`config.mk`:
```
export PLATFORM = sky130hd
export DESIGN_NAME = sipo_rx
export DESIGN_NICKNAME = d
export VERILOG_FILES = /design/src/rtl/sipo_rx.sv
export SDC_FILE = /design/constraint.sdc
export NUM_CORES = 1
export LEC_CHECK = 0
export CAP_MARGIN = 5
export CORE_AREA = 2 2 39 41
export CTS_CLUSTER_SIZE = 24
export DETAILED_ROUTE_END_ITERATION = 7
export DIE_AREA = 0 0 41 43
export GPL_ROUTABILITY_DRIVEN = 1
export PLACE_DENSITY = 0.68
export SYNTH_ARGS = -nofsm -noshare
export SYNTH_HDL_FRONTEND = slang
export SYNTH_SLANG_ARGS = --single-unit
```
`constraint.sdc`:
```
create_clock -name clk -period 2.8 [get_ports clk]
set_input_delay 0.56 -clock clk [delete_from_list [all_inputs] [get_ports clk]]
set_output_delay 0.56 -clock clk [all_outputs]
set_load 0.02 [all_outputs]
```
`src/rtl/sipo_rx.sv`:
```
// Serial-in parallel-out receiver: assembles MSB-first bits, strobed by si_en,
// into WIDTH-bit words presented on a valid/ready output with a sticky overrun flag.
module sipo_rx #(
  parameter int WIDTH = 4
) (
  input  logic             clk,
  input  logic             rst,
  input  logic             clr,
  input  logic             si_en,
  input  logic             si,
  input  logic             po_ready,
  output logic [WIDTH-1:0] po,
  output logic             po_valid,
  output logic             overrun,
  output logic             busy
);

  localparam int CNT_W = $clog2(WIDTH);
  localparam logic [CNT_W-1:0] CNT_LAST = CNT_W'(WIDTH - 1);

  typedef enum logic {
    IDLE  = 1'b0,
    SHIFT = 1'b1
  } state_t;

  state_t           state_q, state_d;
  logic [CNT_W-1:0] cnt_q, cnt_d;
  logic [WIDTH-1:0] sr_q, sr_d;
  logic [WIDTH-1:0] po_q, po_d;
  logic             po_valid_q, po_valid_d;
  logic             overrun_q, overrun_d;
  logic             frame_done;
  logic [WIDTH-1:0] word;

  assign word = {sr_q[WIDTH-2:0], si};

  always_ff @(posedge clk or negedge rst) begin
    if (!rst) begin
      state_q    <= IDLE;
      cnt_q      <= '0;
      sr_q       <= '0;
      po_q       <= '0;
      po_valid_q <= 1'b0;
      overrun_q  <= 1'b0;
    end else begin
      state_q    <= state_d;
      cnt_q      <= cnt_d;
      sr_q       <= sr_d;
      po_q       <= po_d;
      po_valid_q <= po_valid_d;
      overrun_q  <= overrun_d;
    end
  end

  always_comb begin
    state_d    = state_q;
    cnt_d      = cnt_q;
    sr_d       = sr_q;
    po_d       = po_q;
    po_valid_d = po_valid_q;
    overrun_d  = overrun_q;
    frame_done = 1'b0;

    if (clr) begin
      state_d    = IDLE;
      cnt_d      = '0;
      sr_d       = '0;
      po_d       = '0;
      po_valid_d = 1'b0;
      overrun_d  = 1'b0;
    end else begin
      case (state_q)
        IDLE: begin
          if (si_en) begin
            sr_d    = {{(WIDTH-1){1'b0}}, si};
            cnt_d   = CNT_W'(1);
            state_d = SHIFT;
          end
        end
        SHIFT: begin
          if (si_en) begin
            sr_d = word;
            if (cnt_q == CNT_LAST) begin
              cnt_d      = '0;
              state_d    = IDLE;
              frame_done = 1'b1;
            end else begin
              cnt_d = cnt_q + 1'b1;
            end
          end
        end
        default: state_d = IDLE;
      endcase

      // A completed word may replace one being accepted this edge; otherwise it is dropped.
      if (frame_done) begin
        if (!po_valid_q || po_ready) begin
          po_d       = word;
          po_valid_d = 1'b1;
        end else begin
          overrun_d = 1'b1;
        end
      end else if (po_valid_q && po_ready) begin
        po_valid_d = 1'b0;
      end
    end
  end

  assign po       = po_q;
  assign po_valid = po_valid_q;
  assign overrun  = overrun_q;
  assign busy     = (state_q == SHIFT);

endmodule

```
Word level (Yosys, flattened, before mapping)
Cells that the tools add are included.
- register bits after elaboration: 12
- bits in latches: 0
- memory bits (writable): 0
- memory bits (read-only): 0
- input bits: 6
- logic and storage cells: 51
- memories kept: 0
- add/sub/neg operators: 1
- $mul: 0
- div/mod/pow operators: 0
- order comparisons: 0
- eq/ne operators: 5
- shift operators: 0
- muxes and demuxes: 28
- bitwise gates (word level): 1
- reduce and logical (&&, ||, !) cells: 10
- operator list (cell ; count):
    1-bit two-way mux ; 15
    4-bit two-way mux ; 3
    3-bit two-way mux ; 3
    2-bit two-way mux ; 4
    2-bit AND reduction ; 4
    3-bit != test (second input constant) ; 2
    3-bit one-hot mux with 2 select lines ; 1
    2-bit one-hot mux with 2 select lines ; 1
    2-bit nonzero test ; 2
    3-bit by 2-bit != test with 1-bit output (second input constant) ; 1
    3-bit nonzero test ; 1
    2-bit by 1-bit adder with 2-bit output (second input constant) ; 1
    2-bit == test (second input constant) ; 1
    2-bit != test (second input constant) ; 1
    1-bit one-hot mux with 2 select lines ; 1
    1-bit logical AND ; 1
    1-bit zero test ; 1
    1-bit logical OR ; 1
    1-bit inverter ; 1

Depth between registers and ports, before layout
- depth in word-level cells: 7
- depth in mapped cells: 5
- depth with buffers taken out: 4

Least setup slack after synthesis
Ideal clock, no wire load.
- path type: input port to flip-flop
- start: input po_ready
- end: register po_q[2] (netlist: po[2])
- data arrival time: 1036 ps
- required time: 2664 ps
- slack: 1628 ps
- stages on the path: 4
- cell sequence: nor2b_1 -> clkbuf_1 -> nand3b_1 -> a21oi_1
- word-level cells in the longest chain between the ends: 3
- ends and longest elaborated chain (element ; RTL line ; RTL):
    start, declared ; 11 ; input logic po_ready,
    1-bit logical OR ; 97 ; if (!po_valid_q || po_ready) begin
    2-bit nonzero test (no line) ; n/a ;
    2-bit AND reduction (no line) ; n/a ;
    end signal, assigned ; 49 ; po_q <= po_d;
    end, declared ; 29 ; logic [WIDTH-1:0] po_q, po_d;
No other way between the ends.
A chain may end at the register's enable or synchronous reset.

Worst setup path in the final report
- start: register state_q (netlist: busy)
- end: output busy
- RTL lines (element ; RTL line ; RTL):
    start, declared ; 26 ; state_t state_q, state_d;
    start signal, assigned ; 46 ; state_q <= state_d;
    end, declared ; 15 ; output logic busy
No word-level cell between the ends.

==> run summary <==
Cells and area
* area of all placed cells without fillers: 666.9 um2
* final core area utilization: 48.19%
* synthesis-to-finish area growth: 27.21%
* count of filler cells inserted in the layout: 144
* fraction of layout instances using a drive strength above 1: 4.762%
* most used cells in the layout excluding fill and tap cells: 12 x sky130_fd_sc_hd__dfrtp_1, 12 x sky130_fd_sc_hd__clkdlybuf4s50_1, 8 x sky130_fd_sc_hd__a21oi_1
* Post-layout nets: 72
* antenna diode instance count: 0
* non-filler cells in the finished layout: 79

Synth
* multiplexer area fraction after synthesis: 1.909%
* synth unique cells: 16
* sequential cell area fraction in the yosys report: 57.28%
* largest family of logic cells by synthesized area: simple AND/OR/NAND/NOR gates
* Synth Register Bits: 12
* area share of fa/ha/maj cells after synthesis: 2.387%
* warnings from Yosys: 0
* count of mapped cells out of synthesis: 52
* synthesized area: 524.3 um2
* Post-Synth Simple-Gate Area: 20.76%
* area fraction in compound gates after synthesis: 13.84%
* Avg Synthesized Cell Area: 10.08 um2
* Post-Syn Nets: 59
* Post-Synth XOR/XNOR Area: 0%

STA
* Max transition margin: 63.12%
* max-slew violation count: 0
* total count of hold-check failures in the final report: 0
* clock skew after layout: 10.53 ps
* Final period util: 70.26%
* transition time at the pin with the least slew margin: 551.5 ps
* RSZ-0062 raised after global routing: false
* final setup fails: 0
* Max Clock Freq: 508.3 MHz
* Worst Hold Slack: 508.0 ps
* total negative slack: 0 ps
* minimum clock period after layout: 1967 ps

Global route
* antenna violations before repair: 0
* via count of the first global-routing pass: 372
* largest net degree at the start of global routing: 13
* Global Route Usage Sum: 14.21%
* GR Overflow Total: 0
* wire length of the first global-routing pass: 1649 um

Outcome
* status: finished clean

Critical path
* kind of cell with the highest combined delay on the critical path: buffers and inverters
* type of origin of the critical path: flop
* endpoint type of the worst setup path: output port
* crit path kind: reg -> out
* reg-to-reg critical path startpoint: cnt_q[0]
* CP Data Required Time: 2240 ps
* arrival time at the worst endpoint: 1410 ps
* sum of buffers and inverters on the critical path: 1
* start point of the critical path: busy
* slowest CP cell: sky130_fd_sc_hd__clkdlybuf4s50_1
* maximum fanout along the worst path: 8
* reg2reg setup slack: 1610 ps
* largest stage delay on the critical path: 650 ps
* sequence of cells on the critical path: clkdlybuf4s50_1

Pwr
* total leakage power: 0.0002774 uW
* Worst IR Drop VDD: 244.4 uV
* power per standard cell area: 466.5 mW/mm2

Drt
* average wire per cell in the routed design: 12.48 um
* Avg Vias per Cell: 5.177
* Post-DRT Antenna Nets: 0
* total via count in the routed design: 409
* detailed router's first-iteration violation count: 6
* total iterations of the first detailed-routing run: 4
* total wire length after detailed routing: 986 um
* remaining design rule violation count: 0

Clock network
* H-tree lvl count: 1
* cts-stage hold buffer count: 0
* Max Buffers Root-to-Sink: 2
* TritonCTS Buffers: 3
* CTS Root Buffer Type: sky130_fd_sc_hd__clkbuf_4
* # clock sinks: 12
* clock tree from TritonCTS: done
* number of buffers inserted by post-CTS setup repair: 0
* Resize count post-CTS: 0
* worst skew pair latency: 270 ps
* clock transition at the registers of the reported paths: 80 ps

Die
* num ports: 13
* vertical die dimension: 43 um
* Die Outline Area: 0.001763 mm2
* initial core utilization: 37.88%
* number of rows in the core area: 14
* core area: 0.001384 mm2
* die width: 41 um

Place
* routability-driven placement congestion ratio: 0.7126
* # port buffers: 12
* placed inst area: 644.4 um2
* detailed placer's ending HPWL: 656.2 um
* number of placed cells counting well taps: 76

Flow run
* count of maximum capacitance violations: 0

Hold path
* origin of the worst min-delay path: overrun
* HP Class: reg -> reg

state kept, by name (all words and copies together) (netlist names):
| name | flops |
|---|---|
| sr_q | 3 |
| cnt_q | 2 |
| po | 4 |
| po_valid | 1 |
| busy | 1 |
| overrun | 1 |
report_power, final:
part           switching [uW]  leakage, uW  internal, uW
logic                    13.0    0.0000997          11.6
clock network            55.9    0.0000138          49.7
registers                4.12     0.000164           177
total                    73.0     0.000277           238
per-stage QoR:
stage          power [uW]  setup slack [ps]
2_1_floorplan       193.9              1628
3_3_place_gp        208.4             937.3
3_5_place_dp        208.8             892.5
4_1_cts             313.5             826.1
5_1_grt             325.1             782.2
6_report            311.1             832.6
final timing paths:
check,end,cells after the start
min in group asynchronous,cnt_q[1],1
max in group asynchronous,overrun,1
worst max register to register,overrun,4
worst min-delay path,overrun,2
worst max-delay path,busy,1
worst min register to register,overrun,2
layout make-up:
| type | instances | area (um2) | share of cell area (%) |
|---|---|---|---|
| clock buffer | 3 | 22.52 | 3.377 |
| multi-input combinational | 36 | 203.9 | 30.58 |
| sequential | 12 | 300.3 | 45.03 |
| tap | 16 | 20.02 | 3.002 |
| timing repair buffer | 12 | 120.1 | 18.01 |
cell usage after synthesis:
cell | instances | share of area [%]
sky130_fd_sc_hd__dfrtp_1 | 12 | 57
sky130_fd_sc_hd__a21oi_1 | 8 | 7.6
sky130_fd_sc_hd__nor2_1 | 6 | 4.3
sky130_fd_sc_hd__o21ai_0 | 5 | 4.8
sky130_fd_sc_hd__nand3_1 | 4 | 3.8
sky130_fd_sc_hd__nand3b_1 | 4 | 5.7
sky130_fd_sc_hd__nand2b_1 | 3 | 3.6
sky130_fd_sc_hd__clkbuf_1 | 2 | 1.4
sky130_fd_sc_hd__and3_1 | 1 | 1.2
sky130_fd_sc_hd__buf_2 | 1 | 0.95
sky130_fd_sc_hd__buf_4 | 1 | 1.4
sky130_fd_sc_hd__ha_1 | 1 | 2.4
sky130_fd_sc_hd__mux2i_1 | 1 | 1.9
sky130_fd_sc_hd__nor2b_1 | 1 | 1.2
sky130_fd_sc_hd__nor3_1 | 1 | 0.95
sky130_fd_sc_hd__o211ai_1 | 1 | 1.4
cells by family after synthesis:
kind of cell,after synthesis
AOI/OAI and AO/OA,14
muxes,1
buffers and inverters,4
and+or+nand+nor,20
adders and majority gates,1
DFF,12
per-layer routing:
layer | vias to the layer above | GRT usage, % | wire, um
met3 | 2 | 4.712 | 56
met5 | - | 0 | 0
met1 | 189 | 18.00 | 486
li1 | 204 | - | -
met4 | 0 | 10.00 | 14
met2 | 14 | 19.38 | 428
Note: power is estimated with default switching activity, not from simulation.
